`config.mk`:
```
export PLATFORM = sky130hd
export DESIGN_NAME = bus_sequencer_arbiter
export DESIGN_NICKNAME = d
export VERILOG_FILES = /design/src/rtl/bus_sequencer_arbiter.sv
export SDC_FILE = /design/constraint.sdc
export NUM_CORES = 1
export LEC_CHECK = 0
export CAP_MARGIN = 20
export CORE_MARGIN = 1.5
export CORE_UTILIZATION = 40
export CTS_CLUSTER_DIAMETER = 40
export DETAILED_ROUTE_END_ITERATION = 6
export HOLD_SLACK_MARGIN = 0.08
export PLACE_DENSITY = 0.68
export SLEW_MARGIN = 5
export SYNTH_ARGS = -nofsm -noshare
export SYNTH_HDL_FRONTEND = slang
export SYNTH_SLANG_ARGS = --single-unit
```
`constraint.sdc`:
```
create_clock -name clk_i -period 3.6 [get_ports clk_i]
set_input_delay 0.72 -clock clk_i [delete_from_list [all_inputs] [get_ports clk_i]]
set_output_delay 0.72 -clock clk_i [all_outputs]
set_load 0.005 [all_outputs]
```
`src/rtl/bus_sequencer_arbiter.sv`:
```
// Round-robin arbiter sharing one bus_sequencer among NUM_REQ requesters; routes read bytes back.
// Latency: grant 1 cycle after an idle request; done 1 cycle after ready returns; read bytes 1 cycle.
// Backpressure: holds requests in IDLE while the sequencer is not ready; transactions end on ready or timeout.
module bus_sequencer_arbiter #(
    parameter int NUM_REQ        = 4,
    parameter int ADDRESS_WIDTH  = 8,
    parameter int TIMEOUT_CYCLES = 65535
) (
    input  logic                             clk_i,
    input  logic                             rst_i,
    input  logic [NUM_REQ-1:0]               req_i,
    input  logic [NUM_REQ*ADDRESS_WIDTH-1:0] req_addr_i,
    output logic [NUM_REQ-1:0]               grant_o,
    output logic [NUM_REQ-1:0]               done_o,
    output logic [NUM_REQ-1:0]               timeout_o,
    output logic [NUM_REQ-1:0]               rsp_valid_o,
    output logic [7:0]                       rsp_data_o,
    output logic                             seq_start_o,
    output logic [ADDRESS_WIDTH-1:0]         seq_start_addr_o,
    input  logic                             seq_ready_i,
    input  logic                             seq_data_valid_i,
    input  logic [7:0]                       seq_data_i
);

    localparam int IDX_W = $clog2(NUM_REQ);
    localparam int TMR_W = $clog2(TIMEOUT_CYCLES + 1);
    localparam logic [TMR_W-1:0] TMR_LIMIT = TMR_W'(TIMEOUT_CYCLES);
    localparam logic [IDX_W-1:0] LAST_IDX  = IDX_W'(NUM_REQ - 1);

    typedef enum logic [2:0] {IDLE, START, WAIT_BUSY, WAIT_DONE, FINISH} state_t;

    state_t                   state;
    state_t                   state_nxt;
    logic [IDX_W-1:0]         last_grant;
    logic [IDX_W-1:0]         cur_idx;
    logic [IDX_W-1:0]         sel_idx;
    logic [IDX_W-1:0]         rr_cand;
    logic                     sel_found;
    logic [TMR_W-1:0]         timer;
    logic [TMR_W-1:0]         timer_inc;
    logic                     timed_out;
    logic                     in_txn;
    logic [ADDRESS_WIDTH-1:0] req_addr [NUM_REQ];

    genvar g;
    generate
        for (g = 0; g < NUM_REQ; g++) begin : g_addr
            assign req_addr[g] = req_addr_i[g*ADDRESS_WIDTH +: ADDRESS_WIDTH];
        end
    endgenerate

    // Search starts just after the last served requester.
    always_comb begin
        sel_found = 1'b0;
        sel_idx   = '0;
        rr_cand   = '0;
        for (int i = 1; i <= NUM_REQ; i++) begin
            rr_cand = IDX_W'((int'(last_grant) + i) % NUM_REQ);
            if (!sel_found && req_i[rr_cand]) begin
                sel_found = 1'b1;
                sel_idx   = rr_cand;
            end
        end
    end

    assign timer_inc = (timer == TMR_LIMIT) ? timer : timer + 1'b1;
    assign in_txn    = (state == START) || (state == WAIT_BUSY) || (state == WAIT_DONE);

    always_ff @(posedge clk_i) begin
        if (rst_i) begin
            state <= IDLE;
        end else begin
            state <= state_nxt;
        end
    end

    // Ready is tested before the limit so a coincident return is not a timeout.
    always_comb begin
        state_nxt = state;
        timed_out = 1'b0;
        case (state)
            IDLE: begin
                if (seq_ready_i && sel_found) begin
                    state_nxt = START;
                end
            end
            START: state_nxt = WAIT_BUSY;
            WAIT_BUSY: begin
                if (!seq_ready_i) begin
                    state_nxt = WAIT_DONE;
                end else if (timer_inc == TMR_LIMIT) begin
                    state_nxt = FINISH;
                    timed_out = 1'b1;
                end
            end
            WAIT_DONE: begin
                if (seq_ready_i) begin
                    state_nxt = FINISH;
                end else if (timer_inc == TMR_LIMIT) begin
                    state_nxt = FINISH;
                    timed_out = 1'b1;
                end
            end
            FINISH:  state_nxt = IDLE;
            default: state_nxt = IDLE;
        endcase
    end

    always_ff @(posedge clk_i) begin
        if (rst_i) begin
            grant_o          <= '0;
            done_o           <= '0;
            timeout_o        <= '0;
            rsp_valid_o      <= '0;
            rsp_data_o       <= '0;
            seq_start_o      <= 1'b0;
            seq_start_addr_o <= '0;
            timer            <= '0;
            cur_idx          <= '0;
            last_grant       <= LAST_IDX;
        end else begin
            seq_start_o <= 1'b0;
            done_o      <= '0;
            timeout_o   <= '0;
            rsp_valid_o <= '0;
            case (state)
                IDLE: begin
                    if (state_nxt == START) begin
                        grant_o          <= {{(NUM_REQ-1){1'b0}}, 1'b1} << sel_idx;
                        cur_idx          <= sel_idx;
                        seq_start_addr_o <= req_addr[sel_idx];
                        seq_start_o      <= 1'b1;
                    end
                end
                START:                timer <= '0;
                WAIT_BUSY, WAIT_DONE: timer <= timer_inc;
                FINISH: begin
                    last_grant <= cur_idx;
                    grant_o    <= '0;
                end
                default: ;
            endcase
            if (in_txn && (state_nxt == FINISH)) begin
                done_o <= grant_o;
                if (timed_out) begin
                    timeout_o <= grant_o;
                end
            end
            if (in_txn && seq_data_valid_i) begin
                rsp_valid_o <= grant_o;
                rsp_data_o  <= seq_data_i;
            end
        end
    end

endmodule
```
==> out/summary.json <==
{
  "portBuffers": 80,
  "fin_skew_ps": 9.45,
  "worst_ep_arrival_time_ps": 3110,
  "synth_async_sr_flop_share": 0,
  "area_growth_syn_to_layout_pct": 32.3,
  "seq_power_share": 0.504,
  "netlist_area_sq_um": 3000,
  "setup_repair_after_global_routing_missed_its_margin": "false",
  "routed_wirelength_microns": 7440,
  "drt_iter0_drc": 134,
  "final_count_of_negative_setup_slack_endpoints": 0,
  "top_area_cells_in_the_synthesized_netlist": "dfxtp_1, mux2i_1, nor2_1",
  "drc": 0,
  "setup.worst_path.end": "done_o[1]",
  "1st_pass_router_iterations": 4,
  "post-route-min-period_ps": 2870,
  "gp_congestion": 0.865,
  "cts_setup_buffers": 0,
  "standard_cell_rows": 31,
  "placedCellCount": 508,
  "synth_top_area_frac": 0.373,
  "layout.cells.non_filler": 516,
  "postRouteAntennaNets": 0,
  "insertion_delay_ps": 320,
  "power.internal_mw": 0.943,
  "largest_net_degree_at_the_start_of_global_routing": 31,
  "ys.flop_type": "dfxtp_1",
  "crit-reg2reg-capture": "done_o[1]",
  "share_of_power_burned_in_the_clock_network": 0.264,
  "diodes": 0,
  "max-cap-violations": 0,
  "grt_first_pass_wirelength_microns": 11900,
  "layout_setup_ws_ps": 733,
  "vias_per_cell": 5.37,
  "cts_root_buf": "clkbuf_8",
  "numClockSinks": 56,
  "switching_share": 0.293,
  "core_ar_sq_um": 7250,
  "clock_path_buffers": 2,
  "dpl.hpwl_microns": 5440,
  "worst-setup-path-type": "reg2reg",
  "min_path_type": "reg2reg",
  "cp-startpoint": "timer[0]",
  "timing.fmax_mhz": 349,
  "power_frac_comb": 0.231,
  "final_core_utilization": 0.548,
  "num-nets-final": 465,
  "status": "complete, no violations",
  "syn_area_per_cell_sq_um": 8.65,
  "tritoncts_clock_tree": "yes",
  "ff2ff_setup_slack_ps": 730,
  "drv_slew": 0,
  "regToRegStartpoint": "timer[0]",
  "post_drt_wl_per_cell_microns": 14.4,
  "die-width_microns": 89.6,
  "final_min_period_over_clock_period": 0.796,
  "slew-limit-headroom": 0.584,
  "pwr_density_cell_nw_per_um2": 336,
  "setup.worst_path.end_class": "flop",
  "worstPathRequired_ps": 3840,
  "met3_length_microns": 409,
  "crit_path_start_kind": "flop",
  "synth_enable_flop_cells": 0,
  "post_synth_num_cell_types": 53,
  "cts_hold_repair.buffers": 0,
  "grt_pass1_vias": 2528,
  "vdd_ir_drop_max_uv": 174,
  "dp_worst_setup_slack_ps": 756,
  "ioPinCount": 81,
  "number_of_synthesized_register_bits": 56,
  "finalHoldViolCount": 0,
  "total_via_count_in_the_routed_design": 2772,
  "number_of_cts_inserted_buffers": 5,
  "max_fanout_on_critical_path": 13,
  "wl_met1_microns": 3420,
  "ctsResizeCount": 0,
  "clkTransAtPathRegs_ps": 100,
  "postSynthNetCount": 396,
  "ys_seq_area_frac": 0.373,
  "synth_largest_area_cell": "dfxtp_1",
  "netlist_instances": 347,
  "antenna_found_initial": 0,
  "met2_routed_length_microns": 3540,
  "p_leak_nw": 1.50,
  "htreeDepth": 2,
  "globalRouteOverflowTotal": 0,
  "dr.max_layer_used": "met4",
  "total_die_area_sq_um": 8040,
  "dieHeight_microns": 89.6,
  "ys_warn_count": 0,
  "initial_utilization": 0.414,
  "ratio_of_cells_with_drive_above_1_in_the_final_layout": 0.0839,
  "totalNegativeSetupSlack_ps": 0,
  "groute.usage.overall": 0.190,
  "net-switching-power_mw": 0.390,
  "reg2regPathDepth": 9,
  "worstMarginPinSlew_ps": 621
}
cells in the final DEF (no fill, tap or decap), types with 6 or more instances in the layout:
cell type        Yosys  final
clkdlybuf4s50_1      0     80
dfxtp_1             56     56
nor2_1              43     43
mux2i_1             36     36
nand2_1             27     27
a21oi_1             25     25
o21ai_0             16     16
nand3_1             16     16
nor3b_1             11     11
nand2b_1             7      7
a22oi_1              6      6
buf_4                0      6
kinds of logic (layout without fill, tap and decap cells):
kind of cell / Yosys count / in the layout / share of synthesized area
xor+xnor: 2 / 2 / 0.00583
flops: 56 / 56 / 0.373
buf+inv: 29 / 99 / 0.0388
fa+ha+maj: 1 / 1 / 0.00417
mux: 37 / 37 / 0.124
compound gates: 80 / 80 / 0.175
simple gates: 142 / 142 / 0.280
metrics by stage:
stage	total power [mW]	instance area [sq um]	hold slack, ps
floorplan	0.854	3000	447
global placement	0.989	3880	442
detailed placement	0.996	3880	447
CTS	1.35	3970	461
global route	1.41	3970	476
finish	1.33	3970	456
Yosys cell counts, types with 3 or more instances:
cell / number
nor3b_1: 11
dfxtp_1: 56
nor4_4: 3
mux2i_1: 36
o21ai_0: 16
nand2_1: 27
a211o_1: 5
a211oi_1: 5
and2_1: 5
a311oi_1: 4
a21oi_1: 25
o22ai_1: 4
nor2b_1: 3
a22oi_1: 6
buf_2: 6
nand3_1: 16
nor3_1: 5
nor2_1: 43
nand4_4: 3
nand2b_1: 7
inv_1: 5
clkbuf_1: 16
area by class of cell:
class / count / area (sq um)
inverters: 5 / 18.8
multi-input cells: 262 / 1770
clock inverters: 3 / 21.3
fillers: 702 / 3280
repair buffers: 86 / 846
clock buffers: 5 / 68.8
well taps: 99 / 124
flip-flops and latches: 56 / 1120
registers in the layout (all words and copies together), names as in the netlist:
| register | flops |
|---|---|
| rsp_data_o | 8 |
| state | 3 |
| seq_start_o | 1 |
| cur_idx | 2 |
| grant_o | 4 |
| last_grant | 2 |
| rsp_valid_o | 4 |
| done_o | 4 |
| seq_start_addr_o | 8 |
| timer | 16 |
| timeout_o | 4 |
worst min path at each step:
stage / slack, ps / to / start / depth (start not counted)
final: 460 / rsp_data_o[6] / rsp_data_o[6] / 2
after floorplan: 450 / cur_idx[1] / cur_idx[1] / 2
after detailed placement: 450 / rsp_data_o[6] / rsp_data_o[6] / 2
after global placement: 440 / rsp_data_o[7] / rsp_data_o[7] / 2
after global routing: 480 / rsp_data_o[6] / rsp_data_o[6] / 2
after CTS: 460 / rsp_data_o[6] / rsp_data_o[6] / 2
power groups by stage:
stage          combinational, mW  sequential (mW)  clock, mW
6_report                   0.308            0.672      0.352
5_1_grt                    0.340            0.677      0.390
4_1_cts                    0.310            0.672      0.363
3_5_place_dp               0.309            0.686          0
3_3_place_gp               0.304            0.686          0
2_1_floorplan              0.173            0.681          0
worst max-delay path: stages, from the launching register on:
cell and delay [ps]:
dfxtp_1 530, ha_1 370, nand3_2 240, nor4_4 330, buf_4 250, o31a_1 180, o22ai_1 100, nor4_2 320
a21oi_1 240, nor3b_1 230
layer usage:
metal  vias to the layer above  track usage
met3                         5       0.0347
met5                         -            0
met4                         0       0.0517
met1                      1282        0.246
met2                        91        0.324
li1                       1394            -
Note: power is estimated with default switching activity, not from simulation.
